`src/rtl/dffram_stream_pkg.sv`:
```
// -----------------------------------------------------------------------------
// dffram_stream_pkg
// Shared definitions for the DFFRAM read-side streaming engine.
//   stream_state_t     : controller states (IDLE / RUN / DRAIN)
//   RD_LATENCY         : wrapper read latency in cycles. The single-bit in-flight
//                        tracking in the reader assumes exactly one cycle.
//   fifo_count_width() : width of an occupancy counter able to hold 0..depth.
// -----------------------------------------------------------------------------
package dffram_stream_pkg;

  typedef enum logic [1:0] {
    IDLE  = 2'd0,
    RUN   = 2'd1,
    DRAIN = 2'd2
  } stream_state_t;

  localparam int RD_LATENCY = 1;

  function automatic int fifo_count_width(input int depth);
    return $clog2(depth) + 1;
  endfunction

endpackage

```
`src/rtl/stream_fifo.sv`:
```
// -----------------------------------------------------------------------------
// stream_fifo
// Small synchronous first-word-fall-through FIFO used as the output buffer of
// the stream reader. The head entry is visible on pop_data without a read
// cycle, so the stream can move one word per clock.
// Ports:
//   clk, rst_n        : clock, asynchronous active-low reset
//   flush             : drop all entries (takes priority over push/pop)
//   push, push_data   : write one entry (caller guarantees space)
//   pop               : remove head entry (caller guarantees not empty)
//   pop_data          : head entry
//   count             : registered occupancy, 0..DEPTH
//   empty             : count == 0
// -----------------------------------------------------------------------------
module stream_fifo
  import dffram_stream_pkg::*;
#(
  parameter int WIDTH = 33,
  parameter int DEPTH = 4,
  localparam int PTR_W = $clog2(DEPTH),
  localparam int CNT_W = fifo_count_width(DEPTH)
) (
  input  logic             clk,
  input  logic             rst_n,
  input  logic             flush,
  input  logic             push,
  input  logic [WIDTH-1:0] push_data,
  input  logic             pop,
  output logic [WIDTH-1:0] pop_data,
  output logic [CNT_W-1:0] count,
  output logic             empty
);

  logic [WIDTH-1:0] mem_reg [DEPTH];
  logic [PTR_W-1:0] wr_ptr_reg;
  logic [PTR_W-1:0] rd_ptr_reg;
  logic [CNT_W-1:0] count_reg;

  // Storage is reset so the head word (and therefore the stream data/last
  // outputs) reads as zero straight out of reset.
  for (genvar gi = 0; gi < DEPTH; gi++) begin : g_mem
    always_ff @(posedge clk or negedge rst_n) begin
      if (!rst_n) begin
        mem_reg[gi] <= '0;
      end else if (push && !flush && (wr_ptr_reg == PTR_W'(gi))) begin
        mem_reg[gi] <= push_data;
      end
    end
  end

  // DEPTH is a power of two, so pointers wrap by natural overflow.
  always_ff @(posedge clk or negedge rst_n) begin
    if (!rst_n) begin
      wr_ptr_reg <= '0;
      rd_ptr_reg <= '0;
      count_reg  <= '0;
    end else if (flush) begin
      wr_ptr_reg <= '0;
      rd_ptr_reg <= '0;
      count_reg  <= '0;
    end else begin
      if (push) wr_ptr_reg <= wr_ptr_reg + 1'b1;
      if (pop)  rd_ptr_reg <= rd_ptr_reg + 1'b1;
      case ({push, pop})
        2'b10:   count_reg <= count_reg + 1'b1;
        2'b01:   count_reg <= count_reg - 1'b1;
        default: count_reg <= count_reg;
      endcase
    end
  end

  assign pop_data = mem_reg[rd_ptr_reg];
  assign count    = count_reg;
  assign empty    = (count_reg == '0);

endmodule

```
`src/rtl/dffram_stream_reader.sv`:
```
// -----------------------------------------------------------------------------
// dffram_stream_reader
// Walks a contiguous, wrap-around address range on the DFFRAM wrapper read
// port (port 1) and presents the words on a valid/ready stream with a last
// flag. Reads are only issued when the output FIFO is guaranteed to have room
// for the returning word, so backpressure never drops or repeats a read.
//
// Optional feature: define STREAM_READER_ABORT_EN to add the abort input,
// which cancels a running command, flushes buffered words and pulses done.
//
// Ports:
//   clk, rst_n         : clock, asynchronous active-low reset
//   start              : command strobe, honoured only in IDLE
//   base_addr, length  : command range (length 0..2^ADDR_WIDTH words)
//   busy               : command in progress (RUN or DRAIN)
//   done               : one-cycle completion pulse
//   csb1, addr1        : wrapper read chip select (active low) and address
//   dout1              : wrapper read data, valid one cycle after the read
//   out_valid/ready    : stream handshake
//   out_data, out_last : stream word and end-of-command marker
//   abort              : (STREAM_READER_ABORT_EN only) cancel command
// -----------------------------------------------------------------------------
module dffram_stream_reader
  import dffram_stream_pkg::*;
#(
  parameter int DATA_WIDTH = 32,
  parameter int ADDR_WIDTH = 8,
  parameter int FIFO_DEPTH = 4
) (
  input  logic                  clk,
  input  logic                  rst_n,
  input  logic                  start,
  input  logic [ADDR_WIDTH-1:0] base_addr,
  input  logic [ADDR_WIDTH:0]   length,
  output logic                  busy,
  output logic                  done,
  output logic                  csb1,
  output logic [ADDR_WIDTH-1:0] addr1,
  input  logic [DATA_WIDTH-1:0] dout1,
  output logic                  out_valid,
  input  logic                  out_ready,
  output logic [DATA_WIDTH-1:0] out_data,
  output logic                  out_last
`ifdef STREAM_READER_ABORT_EN
  ,
  input  logic                  abort
`endif
);

  localparam int CNT_W = fifo_count_width(FIFO_DEPTH);
  localparam logic [CNT_W:0] DEPTH_LIM = (CNT_W + 1)'(FIFO_DEPTH);
  localparam logic [ADDR_WIDTH:0] LEN_ONE = {{ADDR_WIDTH{1'b0}}, 1'b1};

  stream_state_t         state_reg, state_next;
  logic [ADDR_WIDTH-1:0] base_reg, base_next;
  logic [ADDR_WIDTH:0]   len_reg, len_next;
  logic [ADDR_WIDTH:0]   issued_reg, issued_next;
  logic                  inflight_reg, inflight_next;
  logic                  inflight_last_reg, inflight_last_next;
  logic [ADDR_WIDTH-1:0] last_addr_reg, last_addr_next;
  logic                  zero_done_reg, zero_done_next;
  logic                  abort_done_reg, abort_done_next;

  logic [CNT_W-1:0]      fifo_count;
  logic                  fifo_empty;
  logic [DATA_WIDTH:0]   fifo_pop_data;
  logic                  fifo_push;
  logic                  fifo_pop;
  logic [CNT_W:0]        occupancy;
  logic [ADDR_WIDTH-1:0] cur_addr;
  logic                  issue;
  logic                  complete;
  logic                  abort_hit;

  // ---------------------------------------------------------------------------
  // Issue / completion decode. Everything here depends on registered state
  // only, so out_ready has no combinational path to csb1/addr1.
  // ---------------------------------------------------------------------------
  // Credit counts the registered FIFO occupancy plus the word still coming
  // back from the RAM; a pop in the same cycle is deliberately not credited.
  assign occupancy = {1'b0, fifo_count} + {{CNT_W{1'b0}}, inflight_reg};
  assign cur_addr  = base_reg + issued_reg[ADDR_WIDTH-1:0];
  assign issue     = (state_reg == RUN) && (occupancy < DEPTH_LIM);
  assign complete  = (state_reg == DRAIN) && !inflight_reg && fifo_empty;

`ifdef STREAM_READER_ABORT_EN
  // An abort landing in the natural completion cycle is a no-op, so the
  // command never produces two done pulses.
  assign abort_hit = abort && (state_reg != IDLE) && !complete;
`else
  assign abort_hit = 1'b0;
`endif

  assign csb1  = !issue;
  assign addr1 = issue ? cur_addr : last_addr_reg;
  assign busy  = (state_reg != IDLE);
  assign done  = complete || zero_done_reg || abort_done_reg;

  // ---------------------------------------------------------------------------
  // Output buffer. The captured word is pushed unconditionally; the credit
  // check above guarantees a free slot.
  // ---------------------------------------------------------------------------
  assign fifo_push = inflight_reg && !abort_hit;
  assign fifo_pop  = out_valid && out_ready;

  stream_fifo #(
    .WIDTH (DATA_WIDTH + 1),
    .DEPTH (FIFO_DEPTH)
  ) u_fifo (
    .clk       (clk),
    .rst_n     (rst_n),
    .flush     (abort_hit),
    .push      (fifo_push),
    .push_data ({inflight_last_reg, dout1}),
    .pop       (fifo_pop),
    .pop_data  (fifo_pop_data),
    .count     (fifo_count),
    .empty     (fifo_empty)
  );

  assign out_valid = !fifo_empty;
  assign out_last  = fifo_pop_data[DATA_WIDTH];
  assign out_data  = fifo_pop_data[DATA_WIDTH-1:0];

  // ---------------------------------------------------------------------------
  // Controller: next-state logic
  // ---------------------------------------------------------------------------
  always_comb begin
    state_next         = state_reg;
    base_next          = base_reg;
    len_next           = len_reg;
    issued_next        = issued_reg;
    inflight_next      = 1'b0;   // a read is in flight for exactly one cycle
    inflight_last_next = 1'b0;
    last_addr_next     = last_addr_reg;
    zero_done_next     = 1'b0;
    abort_done_next    = 1'b0;

    case (state_reg)
      IDLE: begin
        if (start) begin
          base_next   = base_addr;
          len_next    = length;
          issued_next = '0;
          if (length == '0) begin
            zero_done_next = 1'b1;
          end else begin
            state_next = RUN;
          end
        end
      end

      RUN: begin
        if (issue) begin
          inflight_next      = 1'b1;
          inflight_last_next = (issued_reg == (len_reg - LEN_ONE));
          issued_next        = issued_reg + LEN_ONE;
          last_addr_next     = cur_addr;
          if ((issued_reg + LEN_ONE) == len_reg) begin
            state_next = DRAIN;
          end
        end
      end

      DRAIN: begin
        if (complete) begin
          state_next = IDLE;
        end
      end

      default: begin
        state_next = IDLE;
      end
    endcase

    // Abort wins over everything: the word returning next cycle is dropped
    // by clearing the in-flight flag, and the FIFO is flushed alongside.
    if (abort_hit) begin
      state_next         = IDLE;
      inflight_next      = 1'b0;
      inflight_last_next = 1'b0;
      abort_done_next    = 1'b1;
    end
  end

  // ---------------------------------------------------------------------------
  // Controller: state registers
  // ---------------------------------------------------------------------------
  always_ff @(posedge clk or negedge rst_n) begin
    if (!rst_n) begin
      state_reg         <= IDLE;
      base_reg          <= '0;
      len_reg           <= '0;
      issued_reg        <= '0;
      inflight_reg      <= 1'b0;
      inflight_last_reg <= 1'b0;
      last_addr_reg     <= '0;
      zero_done_reg     <= 1'b0;
      abort_done_reg    <= 1'b0;
    end else begin
      state_reg         <= state_next;
      base_reg          <= base_next;
      len_reg           <= len_next;
      issued_reg        <= issued_next;
      inflight_reg      <= inflight_next;
      inflight_last_reg <= inflight_last_next;
      last_addr_reg     <= last_addr_next;
      zero_done_reg     <= zero_done_next;
      abort_done_reg    <= abort_done_next;
    end
  end

endmodule
```
`config.mk`:
```
export PLATFORM = sky130hd
export DESIGN_NAME = dffram_stream_reader
export DESIGN_NICKNAME = d
export VERILOG_FILES = /design/src/rtl/dffram_stream_pkg.sv /design/src/rtl/stream_fifo.sv /design/src/rtl/dffram_stream_reader.sv
export SDC_FILE = /design/constraint.sdc
export NUM_CORES = 1
export LEC_CHECK = 0
export CAP_MARGIN = 20
export CORE_UTILIZATION = 58
export CTS_BUF_LIST = sky130_fd_sc_hd__clkbuf_4
export CTS_CLUSTER_SIZE = 20
export DETAILED_ROUTE_END_ITERATION = 10
export PLACE_DENSITY = 0.82
export SYNTH_ARGS = -nofsm -noshare
export SYNTH_HDL_FRONTEND = slang
export SYNTH_SLANG_ARGS = --single-unit
```
`constraint.sdc`:
```
create_clock -name clk -period 3.2 [get_ports clk]
set_input_delay 0.32 -clock clk [delete_from_list [all_inputs] [get_ports clk]]
set_output_delay 0.32 -clock clk [all_outputs]
set_load 0.02 [all_outputs]
```
# After elaboration in Yosys (flattened, before gate mapping)
# Index checks and enable logic that the tools add are counted.
[word_totals]
reg_bits = 178
wordCells = 83
output_inout_bits = 45
in_bits = 53
[op_classes]
n_mux = 21
n_eq_ne = 14
add_sub_neg = 8
bitwise_logic = 1
reduce_logical = 22
n_lt_le_gt_ge = 2
[ops]
columns = ["op", "n"]
rows = [
  ["$bmux W33 S2", 1],
  ["$mux W33", 2],
  ["$eq A9 B9 Y1", 2],
  ["$mux W9", 2],
  ["$pmux W9 S2", 1],
  ["$mux W2", 5],
  ["$add A9 B1 Y9 const B", 1],
  ["$logic_not A9 Y1", 1],
  ["$sub A9 B1 Y9 const B", 1],
  ["$add A8 B8 Y8", 1],
  ["$eq A2 B2 Y1 const B", 4],
  ["$logic_and A1 B1 Y1", 8],
  ["$mux W8", 1],
  ["$ne A2 B2 Y1 const B", 4],
  ["$mux W1", 7],
  ["$eq A2 B1 Y1 const B", 3],
  ["$pmux W2 S3", 1],
  ["$pmux W3 S2", 1],
  ["$reduce_bool A2 Y1", 3],
  ["$reduce_and A5 Y1", 1],
  ["$add A2 B1 Y2 const B", 2],
  ["$add A3 B1 Y4", 1],
  ["$logic_not A2 Y1", 2],
  ["$lt A4 B3 Y1 const B", 1],
  ["other kinds (10)", 12],
]

# Longest topological paths before layout
[depth]
depth_word = 5
mapped_depth = 9
ltp_nobuf = 9

# Modules after synthesis
# From an unflattened synthesis, not the netlist that was laid out.
[hier_totals]
hier_cells = 644
area_unflattened_um2 = 8866.0
[modules_own_cells]
columns = ["mod", "area_each_um2", "instances", "seq_area_each_um2", "cells_per_inst"]
rows = [
  ["stream_fifo", 6416.2, 1, 3478.3, 360],
  ["dffram_stream_reader", 2449.8, 1, 975.9, 284],
]

# Worst setup path before layout
# Ideal clock, no wire load.
[synth_timing]
path_kind = "register -> output"
from = "reg issued_reg[1]"
to = "out addr1[7]"
path_slack_ps = 790
path_buffers = 0
stages_incl_launch_ff = 8
required_ps = 2880
arrival_time_ps = 2090
path_cell_list = "dfrtp_1 > ha_1 > a21o_1 > a21oi_1 > o21ai_0 > o41a_1 > xnor2_1 > o21ai_0"
[synth_via]
elab_chain_len = 2
[synth_lines]
columns = ["element", "line", "text"]
rows = [
  ["start: declaration", "dffram_stream_reader.sv:57", "logic [ADDR_WIDTH:0] issued_reg, issued_next;"],
  ["start signal: assignment", "dffram_stream_reader.sv:204", "issued_reg <= issued_next;"],
  ["$add A8 B8 Y8", "dffram_stream_reader.sv:82", "assign cur_addr = base_reg + issued_reg[ADDR_WIDTH-1:0];"],
  ["$mux W8", "-", ""],
  ["end: declaration", "dffram_stream_reader.sv:38", "output logic [ADDR_WIDTH-1:0] addr1,"],
]
# Every way passes these cells.

# Final worst setup path
[layout_timing]
from = "reg issued_reg[0]"
to = "out addr1[6]"
# Same word-level chain as after synthesis.

==> impl_metrics.csv <==
group,metric,value,unit
status,outcome,"finished clean",
layout,syn2layout_area_growth,19.16,%
synth,async_flop_share,100.0,%
detailed_routing,first_pass_iters,5,
placed_design,place.gp.congestion,0.8505,
clocking,cts-root-buf,"clkbuf_4",
synth,synth.distinct_cells,51,
power,ir_drop,0.0004734,V
sta,fmax,324.9,MHz
sta,finalHoldViolations,0,
detailed_routing,wl,17600,µm
synth,ys_seq_area_share,53.46,%
critical_path,required,2.88,ns
clocking,numCtsBuffers,17,
detailed_routing,via_per_inst,5.851,
detailed_routing,ant_nets,0,
sta,tightest_slew,1.005,ns
global_routing,grt_pass1_vias,5827,
sta,drv_slew,0,
synth,yosys_warnings,0,
global_routing,grt_usage,25.63,%
synth,synth_cells,630,
critical_path,r2r_slack,0.90,ns
power,power-per-cell-area,1076,nW/µm²
clocking,insertion_delay,0.55,ns
floorplan,io_pins,98,
detailed_routing,first_iter_violations,308,
global_routing,grt_pass1_wl,29050,µm
critical_path,path_class,"reg -> out",
power,finalPower,0.01069,W
critical_path,r2r-start,"issued_reg[2]",
global_routing,grt_start_max_net_pins,89,
critical_path,crit_start,"issued_reg[0]",
worst_hold_path,hp-class,"in -> reg",
clocking,cts_tree,"done",
floorplan,die_w,121.9,µm
synth,synth_fp_nets,699,
sta,setup-tns-final,0,ns
layout,multiInputGateArea,3712,µm²
clocking,clkSinkCount,178,
global_routing,grt_antenna_before_repair,1,
detailed_routing,vias,5436,
sta,min_period_over_period,96.20,%
placed_design,portBuffers,97,
sta,slew-limit-headroom,32.74,%
synth,synth_edf_count,0,
worst_hold_path,min_to,"base_reg[5]",
synth,synth-seq-cells,178,
critical_path,arrival,2.76,ns
critical_path,r2r-end,"state_reg[0]",
floorplan,coreArea,13930,µm²
layout,nets,804,
detailed_routing,routedWlPerCell,18.95,µm
synth,netlist_area,8332,µm²
detailed_routing,drc_errors,0,
floorplan,initial_utilization,59.79,%
clocking,cts.path.max_buffers,2,
worst_hold_path,min_delay_path_depth,3,
critical_path,rr_worst_depth,7,
layout,drive_gt1_share,31.82,%
sta,setup_viol,0,
floorplan,die_height,121.9,µm
global_routing,grt.overflow.total,0,
floorplan,row_count,43,
power,p_leak,4.245,nW
layout,final.fill_count,977,
layout,final-seq-area,4463,µm²
layout,largest_reg_flops,132,
synth,ys.flop_type,"dfrtp_1",
critical_path,worstPathMaxFanout,5,
synth,avgSynthCellArea,13.22,µm²
worst_hold_path,hp-start,"base_addr[5]",
critical_path,worstSetupEndpointType,"output pin",
placed_design,dp_hpwl,12340,µm
floorplan,fp.dieArea,14850,µm²
sta,clock_skew,0.02112,ns
clocking,cts_max_level,4,
clocking,path_clk_slew,0.14,ns
run,max-cap-violations,0,
critical_path,start_kind,"flop",
sta,fin_crit,3.078,ns
## worst max path at each step
stage | end | slack, ns | cells past startpoint
finish | addr1[6] | 0.12 | 10
global route | addr1[6] | -0.04 | 10
CTS | addr1[6] | 0.005 | 10
detailed placement | addr1[6] | 0.05 | 10
global placement | addr1[6] | 0.22 | 10
floorplan | addr1[7] | 0.79 | 7
## cells in the final DEF, fill, tap and decap left out, drive strengths merged, types with 4 or more instances in the layout
cell / instances
o21ai: 27
ha: 14
mux4: 33
o31ai: 4
nor2: 13
a31o: 4
clkbuf: 21
a21oi: 7
mux2: 132
inv: 20
clkdlybuf4s50: 92
nand3: 10
nand2: 78
xor2: 14
mux2i: 4
dfrtp: 178
nor3: 8
xnor2: 14
clkinv: 8
buf: 20
## per-layer routing
metal	track usage (%)	part of all wire [%]	wire (µm)	up-vias
met5	0	0	0	-
met4	7.099	1.6	289	0
met3	4.822	3.4	601	24
met2	42.94	51	8951	118
met1	34.24	44	7761	2834
li1	-	-	-	2460
## metrics by stage
stage | worst slack (ns) | instance area (µm²) | std cells | util (%) | hold slack (ns)
after detailed placement | 0.04944 | 9575 | 892 | 68.72 | 0.4519
after floorplan | 0.7903 | 8332 | 630 | - | 0.02441
after global routing | -0.04169 | 9928 | 929 | 71.25 | 0.2598
final | 0.1217 | 9928 | 929 | 71.25 | 0.2825
after CTS | 0.005180 | 9882 | 926 | 70.92 | 0.2374
after global placement | 0.2163 | 9575 | 892 | 68.72 | 0.4408
## Yosys cell counts (2+ instances only)
library cell  count  share of area, %
fa_1              2              0.48
o31ai_1           4              0.36
or3_1             2              0.15
buf_1            12              0.54
mux2_2          132                18
o21bai_1          2              0.18
and2_1            2              0.15
nor3_1            8              0.48
buf_2             3              0.18
nand4_1           3              0.23
xor2_1           14               1.5
nor2_1           13              0.59
o211ai_1          2              0.18
nand2_1          77               3.5
o21ai_0          25               1.5
nand3_1          10              0.60
mux4_2           33               8.9
ha_1             14               2.1
nor2b_1           2              0.15
mux2i_1           4              0.48
clkbuf_1         15              0.68
o21ai_1           2              0.12
a31o_2            4              0.42
a21oi_1           7              0.42
xnor2_1          14               1.5
dfrtp_1         178                53
inv_1            20              0.90
a21o_1            3              0.27
## report_power, final
| group | switching, W | internal (W) | total [W] | leakage, nW |
|---|---|---|---|---|
| clock network | 0.000739 | 0.000557 | 0.00130 | 0.155 |
| logic | 0.00245 | 0.00297 | 0.00542 | 1.98 |
| registers | 0.000693 | 0.00328 | 0.00397 | 2.11 |
| total | 0.00388 | 0.00680 | 0.0107 | 4.25 |
## critical path, stage by stage (launching register included)
cell and delay [ns]:
dfrtp_2 0.42, ha_1 0.18, inv_1 0.06, fa_2 0.36, nor2b_1 0.17, o21ai_2 0.10, a21boi_2 0.17, o21ai_1 0.10
a21o_1 0.20, a31o_2 0.23, clkdlybuf4s15_2 0.25
## layout make-up
type	count	area share [%]
antenna	1	0.02520
clock buffer	20	1.512
clock inverter	12	1.411
inverter	21	0.7940
multi-input combinational	400	37.39
sequential	178	44.95
tap	180	2.268
timing repair buffer	117	11.64
## cells by family after synthesis
group	after synthesis	synth area share (%)
compound gates	60	4.640
simple gates	126	6.578
xor+xnor	28	2.943
flops	178	53.46
fa+ha+maj	17	2.703
buf+inv	52	2.433
mux	169	27.24
## timing repair
item                                    CTS  global route
buffers inserted                          1             2
pin swaps                                 1             1
gates resized for setup                  10            12
endpoints found under the setup margin    4            14
endpoints found under the hold margin    86             0
hold buffers                              1             0
No activity file was read; power rests on OpenSTA's default activity.
